===== config.mk =====
export PLATFORM = sky130hd
export DESIGN_NAME = rtc_multi_alarm
export DESIGN_NICKNAME = d
export VERILOG_FILES = /design/src/rtl/rtc_pkg.sv /design/src/rtl/rtc_tick_gen.sv /design/src/rtl/rtc_multi_alarm.sv
export SDC_FILE = /design/constraint.sdc
export NUM_CORES = 1
export LEC_CHECK = 0
export CORE_MARGIN = 2
export CORE_UTILIZATION = 63
export DETAILED_ROUTE_END_ITERATION = 8
export HOLD_SLACK_MARGIN = 0.15
export PLACE_DENSITY = 0.86
export SLEW_MARGIN = 20
export SYNTH_ARGS = -nofsm -noshare
export SYNTH_HDL_FRONTEND = slang
export SYNTH_SLANG_ARGS = --single-unit

===== constraint.sdc =====
create_clock -name clk -period 7.5 [get_ports clk]
set_input_delay 1.5 -clock clk [delete_from_list [all_inputs] [get_ports clk]]
set_output_delay 1.5 -clock clk [all_outputs]
set_load 0.01 [all_outputs]

===== src/rtl/rtc_pkg.sv =====
// Shared constants, types and helpers for the multi-alarm real-time clock.
// Time fields are hr[4:0], min[5:0], sec[5:0]; alarm timers count seconds.
package rtc_pkg;

  localparam int unsigned HR_W  = 5;
  localparam int unsigned MIN_W = 6;
  localparam int unsigned SEC_W = 6;
  localparam int unsigned TMR_W = 12;

  localparam logic [HR_W-1:0]  HR_MAX  = HR_W'(23);
  localparam logic [MIN_W-1:0] MIN_MAX = MIN_W'(59);
  localparam logic [SEC_W-1:0] SEC_MAX = SEC_W'(59);

  typedef enum logic [1:0] {
    IDLE    = 2'd0,
    RINGING = 2'd1,
    SNOOZED = 2'd2
  } state_e;

  typedef struct packed {
    logic [HR_W-1:0]  hr;
    logic [MIN_W-1:0] min;
    logic             en;
  } alarm_t;

  // True when hr:min is a legal 24 h wall-clock time.
  function automatic logic valid_hm(input logic [HR_W-1:0] hr, input logic [MIN_W-1:0] min);
    return (hr <= HR_MAX) && (min <= MIN_MAX);
  endfunction

endpackage


===== src/rtl/rtc_tick_gen.sv =====
// Seconds prescaler: emits a registered one-cycle tick every CLK_HZ cycles.
// clr restarts the count and drops any pending tick.
module rtc_tick_gen #(
  parameter int unsigned CLK_HZ = 100_000_000
) (
  input  logic clk,
  input  logic rst,
  input  logic clr,
  output logic tick
);

  localparam int unsigned CNT_W = (CLK_HZ > 1) ? $clog2(CLK_HZ) : 1;
  localparam logic [CNT_W-1:0] CNT_LAST = CNT_W'(CLK_HZ - 1);

  logic [CNT_W-1:0] cnt_q, cnt_d;
  logic             tick_q, tick_d;

  always_comb begin
    cnt_d  = cnt_q;
    tick_d = 1'b0;
    if (clr) begin
      cnt_d = '0;
    end else if (cnt_q >= CNT_LAST) begin
      cnt_d  = '0;
      tick_d = 1'b1;
    end else begin
      cnt_d = cnt_q + CNT_W'(1);
    end
  end

  always_ff @(posedge clk or posedge rst) begin
    if (rst) begin
      cnt_q  <= '0;
      tick_q <= 1'b0;
    end else begin
      cnt_q  <= cnt_d;
      tick_q <= tick_d;
    end
  end

  assign tick = tick_q;

endmodule


===== src/rtl/rtc_multi_alarm.sv =====
// 24 h real-time clock with N alarm channels, snooze, dismiss and ring timeout.
// Everything runs on clk; the seconds tick is a one-cycle enable.
module rtc_multi_alarm
  import rtc_pkg::*;
#(
  parameter int unsigned CLK_HZ     = 100_000_000,
  parameter int unsigned N_ALARMS   = 4,
  parameter int unsigned SNOOZE_MIN = 5,
  parameter int unsigned RING_MIN   = 1,
  localparam int unsigned IDX_W     = (N_ALARMS > 1) ? $clog2(N_ALARMS) : 1
) (
  input  logic             clk,
  input  logic             rst,
  input  logic             set_time_i,
  input  logic [HR_W-1:0]  set_hr_i,
  input  logic [MIN_W-1:0] set_min_i,
  input  logic             alarm_wr_i,
  input  logic [IDX_W-1:0] alarm_idx_i,
  input  logic [HR_W-1:0]  alarm_hr_i,
  input  logic [MIN_W-1:0] alarm_min_i,
  input  logic             alarm_en_i,
  input  logic             snooze_i,
  input  logic             dismiss_i,
  output logic [HR_W-1:0]  hr_o,
  output logic [MIN_W-1:0] min_o,
  output logic [SEC_W-1:0] sec_o,
  output logic             sec_tick_o,
  output logic             buzzer_o,
  output logic [IDX_W-1:0] ring_idx_o,
  output logic             snoozed_o
);

  localparam logic [TMR_W-1:0] RING_TICKS   = TMR_W'(RING_MIN * 60);
  localparam logic [TMR_W-1:0] SNOOZE_TICKS = TMR_W'(SNOOZE_MIN * 60);

  logic             tick;
  logic             set_ok;
  logic             wr_ok;
  logic             rollover;
  logic             match_hit;
  logic             match;
  logic             en_lost;
  logic [IDX_W-1:0] match_idx;

  logic [HR_W-1:0]  hr_q, hr_d, nxt_hr;
  logic [MIN_W-1:0] min_q, min_d, nxt_min;
  logic [SEC_W-1:0] sec_q, sec_d;

  alarm_t           alarms_q [N_ALARMS];
  alarm_t           alarms_d [N_ALARMS];

  state_e           state_q, state_d;
  logic [TMR_W-1:0] timer_q, timer_d;
  logic [IDX_W-1:0] ring_idx_q, ring_idx_d;

  rtc_tick_gen #(
    .CLK_HZ (CLK_HZ)
  ) u_tick_gen (
    .clk  (clk),
    .rst  (rst),
    .clr  (set_ok),
    .tick (tick)
  );

  assign set_ok   = set_time_i && valid_hm(set_hr_i, set_min_i);
  assign wr_ok    = alarm_wr_i && valid_hm(alarm_hr_i, alarm_min_i)
                    && (32'(alarm_idx_i) < N_ALARMS);
  assign rollover = tick && !set_ok && (sec_q >= SEC_MAX);
  assign match    = rollover && match_hit;
  assign en_lost  = wr_ok && (alarm_idx_i == ring_idx_q) && !alarm_en_i;

  // Wall-clock advance; a valid set_time overrides a coincident tick.
  always_comb begin
    nxt_min = (min_q >= MIN_MAX) ? '0 : min_q + MIN_W'(1);
    nxt_hr  = hr_q;
    if (min_q >= MIN_MAX) begin
      nxt_hr = (hr_q >= HR_MAX) ? '0 : hr_q + HR_W'(1);
    end
    hr_d  = hr_q;
    min_d = min_q;
    sec_d = sec_q;
    if (set_ok) begin
      hr_d  = set_hr_i;
      min_d = set_min_i;
      sec_d = '0;
    end else if (tick) begin
      if (sec_q >= SEC_MAX) begin
        sec_d = '0;
        min_d = nxt_min;
        hr_d  = nxt_hr;
      end else begin
        sec_d = sec_q + SEC_W'(1);
      end
    end
  end

  always_ff @(posedge clk or posedge rst) begin
    if (rst) begin
      hr_q  <= '0;
      min_q <= '0;
      sec_q <= '0;
    end else begin
      hr_q  <= hr_d;
      min_q <= min_d;
      sec_q <= sec_d;
    end
  end

  // Alarm table write port.
  always_comb begin
    for (int i = 0; i < int'(N_ALARMS); i++) begin
      alarms_d[i] = alarms_q[i];
    end
    if (wr_ok) begin
      alarms_d[alarm_idx_i].hr  = alarm_hr_i;
      alarms_d[alarm_idx_i].min = alarm_min_i;
      alarms_d[alarm_idx_i].en  = alarm_en_i;
    end
  end

  always_ff @(posedge clk or posedge rst) begin
    if (rst) begin
      for (int i = 0; i < int'(N_ALARMS); i++) begin
        alarms_q[i] <= '0;
      end
    end else begin
      for (int i = 0; i < int'(N_ALARMS); i++) begin
        alarms_q[i] <= alarms_d[i];
      end
    end
  end

  // Compare against the upcoming hr:min; scanning downward leaves the lowest index.
  always_comb begin
    match_hit = 1'b0;
    match_idx = '0;
    for (int i = int'(N_ALARMS) - 1; i >= 0; i--) begin
      if (alarms_q[i].en && (alarms_q[i].hr == nxt_hr) && (alarms_q[i].min == nxt_min)) begin
        match_hit = 1'b1;
        match_idx = IDX_W'(i);
      end
    end
  end

  // FSM state register, with its timer and latched channel.
  always_ff @(posedge clk or posedge rst) begin
    if (rst) begin
      state_q    <= IDLE;
      timer_q    <= '0;
      ring_idx_q <= '0;
    end else begin
      state_q    <= state_d;
      timer_q    <= timer_d;
      ring_idx_q <= ring_idx_d;
    end
  end

  // FSM next state; dismiss outranks snooze, matches outside IDLE are dropped.
  always_comb begin
    state_d    = state_q;
    timer_d    = timer_q;
    ring_idx_d = ring_idx_q;
    unique case (state_q)
      IDLE: begin
        timer_d = '0;
        if (match) begin
          state_d    = RINGING;
          timer_d    = RING_TICKS;
          ring_idx_d = match_idx;
        end
      end
      RINGING: begin
        if (dismiss_i || en_lost) begin
          state_d = IDLE;
          timer_d = '0;
        end else if (snooze_i) begin
          state_d = SNOOZED;
          timer_d = SNOOZE_TICKS;
        end else if (tick) begin
          if (timer_q <= TMR_W'(1)) begin
            state_d = IDLE;
            timer_d = '0;
          end else begin
            timer_d = timer_q - TMR_W'(1);
          end
        end
      end
      SNOOZED: begin
        if (dismiss_i || en_lost) begin
          state_d = IDLE;
          timer_d = '0;
        end else if (tick) begin
          if (timer_q <= TMR_W'(1)) begin
            state_d = RINGING;
            timer_d = RING_TICKS;
          end else begin
            timer_d = timer_q - TMR_W'(1);
          end
        end
      end
      default: begin
        state_d = IDLE;
        timer_d = '0;
      end
    endcase
  end

  // Outputs decoded from registered state only.
  always_comb begin
    buzzer_o  = 1'b0;
    snoozed_o = 1'b0;
    case (state_q)
      RINGING: buzzer_o  = 1'b1;
      SNOOZED: snoozed_o = 1'b1;
      default: ;
    endcase
  end

  assign hr_o       = hr_q;
  assign min_o      = min_q;
  assign sec_o      = sec_q;
  assign sec_tick_o = tick;
  assign ring_idx_o = ring_idx_q;

endmodule


* Word-level counts from Yosys, hierarchy flattened
Cells that the tools add are included.
** Word-level totals
- Logic and storage cells :: 134
- Memories kept :: 0
- Bits in writable memories :: 0
- Bits in latches :: 0
- Output and inout bits :: 22
- Bits in registers :: 109
- ROM bits :: 0
- Input bits :: 31
** Cells by class
- Muxes and demuxes :: 53
- Equality and inequality tests :: 16
- Reduce and logical (&&, ||, !) cells :: 28
- Divide/modulo/power cells :: 0
- Multipliers :: 0
- Bitwise operators :: 1
- Magnitude comparators :: 11
- Add/subtract/negate cells :: 5
- Shift-type cells :: 0
** Operators with widths (number)
- bitwise mux 48 bit :: 3
- two-way mux 12 bit :: 8
- demux 12 bit (select 2 bit) :: 3
- two-way mux 27 bit :: 2
- two-way mux 6 bit :: 8
- case mux 12 bit (3 select lines) :: 1
- adder 27 x 1 -> 27 bit (second input constant) :: 1
- >= comparator 27 bit (second input constant) :: 1
- two-way mux 5 bit :: 5
- == test 6 bit :: 4
- two-way mux 2 bit :: 12
- == test 5 bit :: 4
- logical AND 1 bit :: 18
- adder 6 x 1 -> 6 bit (second input constant) :: 2
- >= comparator 6 bit (second input constant) :: 2
- less-or-equal comparator 12 x 1 -> 1 bit (second input constant) :: 1
- less-or-equal comparator 6 bit (second input constant) :: 2
- subtractor 12 x 1 -> 12 bit (second input constant) :: 1
- less-or-equal comparator 5 bit (second input constant) :: 2
- two-way mux 1 bit :: 9
- two-way mux 7 bit :: 1
- case mux 2 bit (3 select lines) :: 1
- AND reduction 2 bit :: 3
- adder 5 x 1 -> 5 bit (second input constant) :: 1
- other kinds (17) :: 19

* Depth between registers and ports, before layout
- Word-level depth :: 13
- Gate-level depth with buffers :: 11
- Depth with buffers taken out :: 10

* By module
From an unflattened synthesis, not the netlist that was laid out.
** Unflattened totals
- Cells, all modules :: 650
- Area, all modules :: 6292.3 um^2
** Modules (own cells, without submodules)
- rtc_multi_alarm :: sequential area each 2026.9 um^2, instances 1, cells an instance 491, area each 4757.1 um^2
- rtc_tick_gen :: sequential area each 700.7 um^2, instances 1, cells an instance 159, area each 1535.2 um^2

* Least setup slack after synthesis
Ideal clock, no wire load.
- Path type :: input-to-reg
- From :: input alarm_min_i[3]
- To :: register alarms_q[36] (netlist bit)
- Library setup time :: 0.125 ns
- Setup slack :: 4.436 ns
- Arrival :: 2.939 ns
- Data required time :: 7.375 ns
- Path buffers :: 2
- Cell stages on the path :: 6
- Path through :: nand4_1 and3_1 clkbuf_1 nor3b_1 clkbuf_1 mux2_2
** Between the ends
- Word-level cells in the longest chain between the ends :: 3
** Ends and longest elaborated chain
- from (decl) :: RTL line rtc_multi_alarm.sv:20 : input logic [MIN_W-1:0] alarm_min_i,
- less-or-equal comparator 6 bit :: RTL line rtc_pkg.sv:28 : return (hr <= HR_MAX) && (min <= MIN_MAX);
- logical AND 1 bit :: RTL line rtc_pkg.sv:28
- logical AND 1 bit :: RTL line rtc_multi_alarm.sv:66 : assign wr_ok = alarm_wr_i && valid_hm(alarm_hr_i, alarm_min_i)
- to (signal, indexed assignment) :: RTL line rtc_multi_alarm.sv:128 : alarms_q[i] <= alarms_d[i];
- to (decl) :: RTL line rtc_multi_alarm.sv:49 : alarm_t alarms_q [N_ALARMS];
Every way passes these cells.
A chain may end at the register's enable or synchronous reset.

* Final worst setup path
- From :: register min_q[0], in the netlist min_o[0]
- To :: register timer_q[5]
** Between the ends
- Word-level cells in the longest chain between the ends :: 12
- Elaborated cells on any way between the ends :: 27
- Those cells by class :: add/sub (1); order compare (1); eq/ne (8); mux (8); reduce/logical (9)
** Ends and longest elaborated chain
- from (decl) :: RTL line rtc_multi_alarm.sv:46 : logic [MIN_W-1:0] min_q, min_d, nxt_min;
- from (signal assigned) :: RTL line rtc_multi_alarm.sv:104 : min_q <= min_d;
- >= comparator 6 bit :: RTL line rtc_multi_alarm.sv:74, rtc_multi_alarm.sv:76
- two-way mux 5 bit :: RTL line rtc_multi_alarm.sv:76 : if (min_q >= MIN_MAX) begin
- == test 5 bit :: RTL line rtc_multi_alarm.sv:138 : if (alarms_q[i].en && (alarms_q[i].hr == nxt_hr) && (alarms_q[i].min == nxt_min)) begin
- logical AND 1 bit (2 in series) :: RTL line rtc_multi_alarm.sv:138
- two-way mux 1 bit (3 in series) :: RTL line rtc_multi_alarm.sv:138
- two-way mux 1 bit * :: RTL line rtc_multi_alarm.sv:138
- logical AND 1 bit * :: RTL line rtc_multi_alarm.sv:69 : assign match = rollover && match_hit;
- two-way mux 6 bit * :: RTL line rtc_multi_alarm.sv:166 : if (match) begin
- case mux 12 bit (3 select lines) * :: RTL line rtc_multi_alarm.sv:163 : unique case (state_q)
- to (signal assigned) :: RTL line rtc_multi_alarm.sv:153 : timer_q <= timer_d;
- to (decl) :: RTL line rtc_multi_alarm.sv:53 : logic [TMR_W-1:0] timer_q, timer_d;
Mark *: on every way between the ends. The rest lies on a longest branch, timed or not.

==> run summary <==
outcome -> finished clean
mapped cell area -> 6130 um^2
Avg Inst Size Synth -> 9.80 um^2
PnR worst setup slack -> 3690 ps
Final Critical Period -> 3810 ps
total power -> 1.48 mW
vias in the first global route -> 4760
Initial Util -> 63.9%
setup TNS -> 0 ps
Setup CP Type -> reg -> reg
# IOs -> 53
Worst slew margin -> 28.0%
Fillers -> 697
Setup Fix Bufs, Post-CTS -> 0
syn nets -> 663
fmax -> 263 MHz
# resized after CTS -> 0
cts bufs inserted -> 9
Post-DP HPWL -> 10300 um
initial antenna violation count -> 0
Die Wd -> 103 um
Post-layout nets -> 702
Die Area -> 10500 um^2
Tcrit/Tclk final -> 50.8%
EDFF count, synth -> 0
Switch Pwr -> 0.449 mW
Unique masters post-synth -> 73
CP arrival -> 4030 ps
Clock Pin Slew Worst Setup and Hold Paths -> 100 ps
met2 global-route usage -> 43.9%
area grow syn2layout -> 13.4%
final RePlAce weighted congestion -> 0.881
Max Root-Sink Buffers -> 2
internal power -> 1.03 mW
critical path peak fanout -> 16
Slowest-stage cell, CP -> o311ai_0
worst-skew pair later-pin latency -> 370 ps
H-tree depth -> 3
ANT cells -> 0
post-synthesis async set-or-reset flop share -> 100%
number of buffers inserted by hold repair at cts -> 0
placeable core area -> 9590 um^2
Final Non-Filler Cells -> 803
Worst Hold Class -> reg -> reg
Worst Path Buf+Inv -> 0
VDD IR max -> 0.124 mV
switching share of total power -> 30.4%
Clk network pwr share -> 28.2%
Seq pwr share -> 50.6%
grt total ovfl -> 0
drt pass-1 iters -> 8
# DRC -> 0
Die H -> 103 um
Fin Clk Skew -> 7.42 ps
number of port buffers -> 52
Area contributors post-synth -> dfrtp_1, mux2_2, xor2_1
WP data required -> 7720 ps
setup slack at placement -> 3440 ps
post-synth top area cell -> dfrtp_1
CP Capture Type -> register
Synth Warn # -> 0
maxcap violations -> 0
top-count cell post-synth -> dfrtp_1
GR peak layer -> met2
largest net degree at the start of global routing -> 63
Fin. Hold Viols -> 0
CP max stage delay -> 950 ps
worst-margin pin slew -> 1070 ps
Post-Place Cells -> 787
first-pass GRT wire length -> 23000 um
GR Util met3 -> 4.34%
# setup viols final -> 0
most frequent cells after synthesis -> dfrtp_1, nor2_1, nand2_1
total clock sinks -> 109
ordered list of cells on the worst path -> ha_1, o2111ai_2, o311ai_1, o311ai_0, nor4_4, o41ai_2, o21ai_0
top_reg_cell synth -> dfrtp_1
Via-to-Cell Ratio -> 6.21
RSZ-0062 raised after global routing -> no
CP top delay family -> compound AO/OA/AOI/OAI gates
CTS root buf -> clkbuf_8
Seq/Total Area, Yosys -> 44.5%
post-layout util -> 72.5%
synthesized flop and latch total -> 109
TritonCTS clock tree -> built
detailed-route wire length -> 14300 um
WL per Instance -> 17.8 um
PwrDens -> 212 nW/um^2
Vias -> 4983
area fraction of the dominant cell type after synthesis -> 44.5%
antenna viol nets, final -> 0
crit start category -> register
leakage power -> 2.93 nW
row count -> 36
Synth Instances -> 626
layout cells sized above 1 -> 13.4%
combinational power share -> 21.2%
fin. max-slew vios -> 0
Initial DRC Count -> 364
met1 Usage GRT -> 39.6%
Total GRT Usage -> 28.1%
per-stage QoR:
stage	hold WS [ps]	cell area [um^2]
2_1_floorplan	455	6130
3_3_place_gp	470	6720
3_5_place_dp	489	6720
4_1_cts	503	6960
5_1_grt	530	6960
6_report	503	6960
worst register-to-register path, delay by kind of cell (launching register included):
kind | cells | cell delay [ps]
and+or+nand+nor | 1 | 140
AOI/OAI and AO/OA | 5 | 2640
adders and majority gates | 1 | 360
DFF | 1 | 520
cell families after synthesis:
kind of cell	count (synthesis)	share of synthesized area, %
AOI/OAI and AO/OA	129	14.3
xor gates and xnor gates	60	8.69
adders and majority gates	6	1.22
buffers and inverters	37	2.67
DFF	109	44.5
muxes	50	9.16
and+or+nand+nor	235	19.5
state kept, by name, indices dropped and copies added, names as in the netlist:
signal            flops
alarms_q             48
hr_o                  5
min_o                 6
ring_idx_o            2
sec_o                 6
state_q               2
timer_q              12
u_tick_gen.cnt_q     27
u_tick_gen.tick       1
placed cells by master (no fill, tap or decap), types with 3 or more instances in the layout:
cell               n
dfrtp_1          109
nor2_1            66
nand2_1           52
clkdlybuf4s50_1   52
mux2_2            49
o21ai_0           35
a21oi_1           33
xor2_1            32
xnor2_1           27
nand3_1           22
nor3_1            16
nor2b_1           12
and3_1            11
clkbuf_8          11
inv_1              9
or3_1              7
nand4_1            6
nor4_1             6
ha_1               6
nor3b_1            5
o211ai_1           5
a211oi_1           5
or2_2              5
o21a_1             4
and2_1             4
a22oi_1            4
nand3b_1           3
nand2b_1           3
o31ai_1            3
a31oi_1            3
or4_1              3
buf_4              3
metal layers:
metal / up-vias / part of all wire [%]
met5: - / 0
met4: 0 / 2.2
met3: 32 / 6.4
met2: 189 / 47
met1: 2440 / 45
li1: 2322 / -
power by group through the flow:
stage | registers [mW] | clock network [mW] | logic, mW
3_3_place_gp | 0.747 | 0 | 0.295
2_1_floorplan | 0.718 | 0 | 0.243
3_5_place_dp | 0.755 | 0 | 0.309
4_1_cts | 0.744 | 0.416 | 0.312
6_report | 0.748 | 0.416 | 0.313
5_1_grt | 0.757 | 0.441 | 0.343
area by class of cell:
| type | instances | area [um^2] | area share (%) |
|---|---|---|---|
| clock buffer | 12 | 155 | 2.23 |
| clock inverter | 4 | 78.8 | 1.13 |
| inverter | 10 | 40.0 | 0.576 |
| multi-input combinational | 480 | 3250 | 46.7 |
| sequential | 109 | 2730 | 39.2 |
| tap | 133 | 166 | 2.39 |
| timing repair buffer | 55 | 543 | 7.81 |
path summary, 6_finish.rpt:
kind / endpoint / slack (ps) / startpoint / cells past startpoint
worst min register to register: u_tick_gen.cnt_q[0] / 500 / u_tick_gen.cnt_q[0] / 1
min in group asynchronous: state_q[1] / 1530 / rst / 2
worst max register to register: timer_q[5] / 3690 / min_o[0] / 7
worst max-delay path: timer_q[5] / 3690 / min_o[0] / 7
max in group asynchronous: min_o[0] / 4770 / rst / 3
worst min-delay path: u_tick_gen.cnt_q[0] / 500 / u_tick_gen.cnt_q[0] / 1
(Power assumes the default switching activity.)
==> RTL change 1 (config.mk and constraints unchanged) <==
Take the reset off `hr_q` and load it in a clocked block of its own.
--- a/src/rtl/rtc_multi_alarm.sv
+++ b/src/rtl/rtc_multi_alarm.sv
@@ -96,14 +96,16 @@
 
   always_ff @(posedge clk or posedge rst) begin
     if (rst) begin
-      hr_q  <= '0;
       min_q <= '0;
       sec_q <= '0;
     end else begin
-      hr_q  <= hr_d;
       min_q <= min_d;
       sec_q <= sec_d;
     end
+  end
+
+  always_ff @(posedge clk) begin
+    hr_q <= hr_d;
   end
 
   // Alarm table write port.
Formal check against the unedited RTL: not equivalent (a bounded check fails within 4 cycles, from zero or initial values and one cycle with rst high).
==> RTL change 1 against the unedited design <==
  * Synthesized area increased by 4.6%
  * Worst setup slack improved by 0.21 ns
  * Synthesized cell count increased by 4.6%
  * Sequential cell count unchanged
  * Wire length increased by 10%
  * Power decreased by 3.6%
  * Clock power decreased by 22%
  * Design area increased by 2.4%
  * Critical endpoint is now state_q[0]
==> RTL change 1: results (changes against the unedited design) <==
- The share of cells above drive strength 1 is 11.8% (-1.6 points).
- The async set or reset register ratio after synthesis is 95.4% (-4.6 points).
- The number of global-route vias before repair came to 5,189 (+9.0%).
- The iteration-0 DRC count of the detailed router came to 481 (+32%).
- The worst register-to-register path ends at state_q[0].
- The total detailed-routing wirelength is 15,800 µm (+10%).
- The flow ran to the end, and the final reports show no timing, DRC or antenna violations.
- The largest voltage drop on the vdd net is 0.119 mV (-3.9%).
- The final net count came to 726 (+3.4%).
- The largest stage delay on the critical path was 0.65 ns (-0.30 ns).
- The pin count of the biggest net entering global routing was 95 (+51%).
- The length in cells of the worst reg-to-reg path is 9 (+2).
- The number of inserted filler cells in the final layout is 752 (+7.9%).
- The distinct cell type count of the synthesized netlist is 82 (+12%).
- The leakage power summed over all cells is 2.95 nW (+0.67%).
- The largest fanout of any net on the critical path is 25 (+9).
- The placer's final routability congestion estimate is 0.946 (+7.4%).
- The post-route clock skew was 0.00497 ns (-0.00245 ns).
- The wire length of the first global-routing pass is 26,200 µm (+14%).
- The worst slack after detailed placement is 3.61 ns (+0.162 ns).
- The actual slew at the worst max-slew pin came to 1.03 ns (-0.0371 ns).
- The total track usage is 30.1% (+2.0 points).
- In the post-synthesis netlist, the biggest area contributors are sky130_fd_sc_hd__dfrtp_1 41%, sky130_fd_sc_hd__mux2_2 8.4%, sky130_fd_sc_hd__nor2_1 4.7%.
- The total number of H-tree levels is 3 (unchanged).
- The share of the yosys chip area belonging to registers came to 42.9% (-1.6 points).
- The register-to-register setup slack is 3.90 ns (+0.21 ns).
- The overall via count from detail_route came to 5,326 (+6.9%).
- The total nets after synthesis is 692 (+4.4%).
- The achievable clock frequency is 278 MHz (+5.8%).
- The detailed-router iteration count before antenna repair is 5 (-3).
- The area inside the core boundary is 9820 µm² (+2.3%).
- The path class of the lowest-slack min-delay path is reg2reg.
- The placed wire-length estimate was 11,600 µm (+13%).
- By count the netlist is led by 104 x sky130_fd_sc_hd__dfrtp_1, 81 x sky130_fd_sc_hd__nor2_1, 58 x sky130_fd_sc_hd__nand2_1, 48 x sky130_fd_sc_hd__mux2_2, 35 x sky130_fd_sc_hd__a21oi_1.
- The library cell contributing the largest single delay on the critical path is sky130_fd_sc_hd__dfrtp_1.
- The count of flip-flops with a built-in enable after synthesis is 5 (+5).
## RTL change 1: cell count changes after synthesis, sizes merged, moves of 5 or more
cell	delta
nor2	+14
a31oi	+12
xor2	-8
buf	+7
nand2	+7
nor2b	-7
mux2i	+6
o21ai	-6
dfrtp	-5
edfxtp	+5
## RTL change 1: stage by stage
stage                     total power (W)  hold slack [ns]  std cells  area, µm²
after floorplan                  0.000989            0.455        655       6420
after global placement            0.00108            0.470        811       6950
after detailed placement          0.00110            0.481        811       6960
after CTS                         0.00142            0.494        825       7120
after global routing              0.00149            0.504        825       7120
final                             0.00142            0.491        825       7120
## RTL change 1: cell families after synthesis
family | Yosys count | share of synthesized area (%)
adder cells (fa/ha/maj) | 6 | 1.17
buffers and inverters | 43 | 3.31
XOR/XNOR | 56 | 8.15
multiplexers | 55 | 9.51
flip-flops | 109 | 42.9
AO/OA/AOI/OAI | 146 | 16.8
AND/OR/NAND/NOR | 240 | 18.2
## RTL change 1: routing by layer
layer  GRT usage (%)  up-vias  wire, µm
met5               0        -         0
met4            11.3        0       341
met3            4.37       30      1480
met2            47.0      298      7340
met1            42.7     2568      6670
li1                -     2430         -
## RTL change 1: where the power goes
part           leakage, nW  switching (W)  internal, W  total (W)
clock network       0.0775       0.000198     0.000127   0.000325
logic                 1.49       0.000171     0.000170   0.000340
registers             1.38      0.0000964     0.000662   0.000758
## RTL change 1: area by class of cell
cell class                 count  area share (%)
multi-input combinational    503            48.5
sequential                   109            38.6
timing repair buffer          54            7.57
tap                          133            2.34
clock buffer                  11            1.98
inverter                      12           0.667
clock inverter                 3           0.334
## RTL change 1: worst min-delay path by stage
stage | slack [ns] | cells after the start | endpoint | startpoint
final | 0.49 | 1 | u_tick_gen.cnt_q[0] | u_tick_gen.cnt_q[0]
after global placement | 0.47 | 2 | u_tick_gen.cnt_q[26] | u_tick_gen.cnt_q[26]
after global routing | 0.50 | 1 | u_tick_gen.cnt_q[0] | u_tick_gen.cnt_q[0]
after detailed placement | 0.48 | 1 | u_tick_gen.cnt_q[0] | u_tick_gen.cnt_q[0]
after CTS | 0.49 | 1 | u_tick_gen.cnt_q[0] | u_tick_gen.cnt_q[0]
after floorplan | 0.46 | 1 | u_tick_gen.cnt_q[0] | u_tick_gen.cnt_q[0]
==> RTL change 2 (same settings) <==
Without the edit above. The package constant `SEC_W` goes from 6 to 12.
--- a/src/rtl/rtc_pkg.sv
+++ b/src/rtl/rtc_pkg.sv
@@ -4,7 +4,7 @@
 
   localparam int unsigned HR_W  = 5;
   localparam int unsigned MIN_W = 6;
-  localparam int unsigned SEC_W = 6;
+  localparam int unsigned SEC_W = 12;
   localparam int unsigned TMR_W = 12;
 
   localparam logic [HR_W-1:0]  HR_MAX  = HR_W'(23);
Ports: changed (resized sec_o); port bits go from 53 to 59. No check against the original RTL was run, so the function may have changed too.
==> RTL change 2 against the unedited design <==
  * Power increased by 30%
  * Wire length increased by 15%
  * Synthesized area increased by 3.1%
  * Worst hold slack got worse by 0.015 ns
  * Design area increased by 9.3%
  * Sequential cell count increased by 6
  * Worst setup slack got worse by 0.034 ns
==> RTL change 2: results (changes against the unedited design) <==
- The detailed-router iteration count before antenna repair is 6 (-2).
- The total track usage is 31.8% (+3.8 points).
- The count of buffers from port buffering is 58 (+12%).
- The clock slew seen by the registers of the worst setup and hold paths is 0.06 ns (-0.04 ns).
- The normalized max-slew margin is 32.4% (+4.3 points).
- The leakage power summed over all cells is 3.23 nW (+10%).
- The overall via count from detail_route was 5,464 (+9.7%).
- The end of the worst register-to-register path is state_q[0].
- The total net switching power is 0.000561 W (+25%).
- The arrival time of data at the critical path endpoint is 4.25 ns (+0.22 ns).
- The length in cells of the worst reg-to-reg path is 9 (+2).
- The ratio of routed vias to standard cells came to 6.34 (+2.1%).
- In this design, the largest share of critical-path delay is due to simple AND/OR/NAND/NOR gates.
- The time the final worst path needs with I/O delays and setup is 3.84 ns (+0.0339 ns).
- The clock latency at the later pin of the worst-skew pair is 0.53 ns (+0.16 ns).
- After synthesis, the cell types taking the most area are sky130_fd_sc_hd__dfrtp_1 45%, sky130_fd_sc_hd__mux2_2 8.7%, sky130_fd_sc_hd__xor2_1 5.1%.
- The post-route clock skew is 0.00793 ns (+0.000509 ns).
- The placed wire-length estimate is 11,000 µm (+7.2%).
- The largest voltage drop on the vdd net is 0.191 mV (+54%).
- The largest fanout of any net on the critical path was 10 (-6).
- The total number of H-tree levels is 4 (+1).
- The worst hold slack is 0.488 ns (-0.0153 ns).
- The wire length of the first global-routing pass is 27,400 µm (+19%).
- The largest stage delay on the critical path is 0.93 ns (-0.02 ns).
- The run finished with clean final reports.
- The worst slack after detailed placement was 3.15 ns (-0.292 ns).
- The total nets after synthesis is 695 (+4.8%).
- The amount of wire on met2 after detailed routing is 8540 µm (+27%).
- The number of inserted filler cells in the final layout is 622 (-11%).
- The final net count is 753 (+7.3%).
- The launch point of the critical path is alarm_min_i[2].
- The met1 routed wirelength after detailed routing is 6710 µm (+5.0%).
## RTL change 2: cell type report
type                    count  area [µm²]  share of cell area, %
inverters                  23        88.8                   1.17
well taps                 133         166                   2.19
clock inverters            15         181                   2.39
multi-input cells         498        3270                   43.0
clock buffers              17         414                   5.44
repair buffers             61         603                   7.93
flip-flops and latches    115        2880                   37.8
## RTL change 2: logic make-up (layout without fill, tap and decap cells)
| family | after synthesis | in the layout | synth area share (%) |
|---|---|---|---|
| simple gates | 261 | 261 | 20.6 |
| compound gates | 119 | 119 | 12.4 |
| flops | 115 | 115 | 45.5 |
| xor+xnor | 63 | 63 | 8.72 |
| mux | 49 | 49 | 8.72 |
| buf+inv | 45 | 116 | 2.81 |
| fa+ha+maj | 6 | 6 | 1.19 |
## RTL change 2: layer usage
| layer | vias to the layer above | GRT usage, % |
|---|---|---|
| li1 | 2485 | - |
| met2 | 185 | 56.3 |
| met5 | - | 0 |
| met3 | 47 | 6.83 |
| met4 | 0 | 12.5 |
| met1 | 2747 | 37.9 |
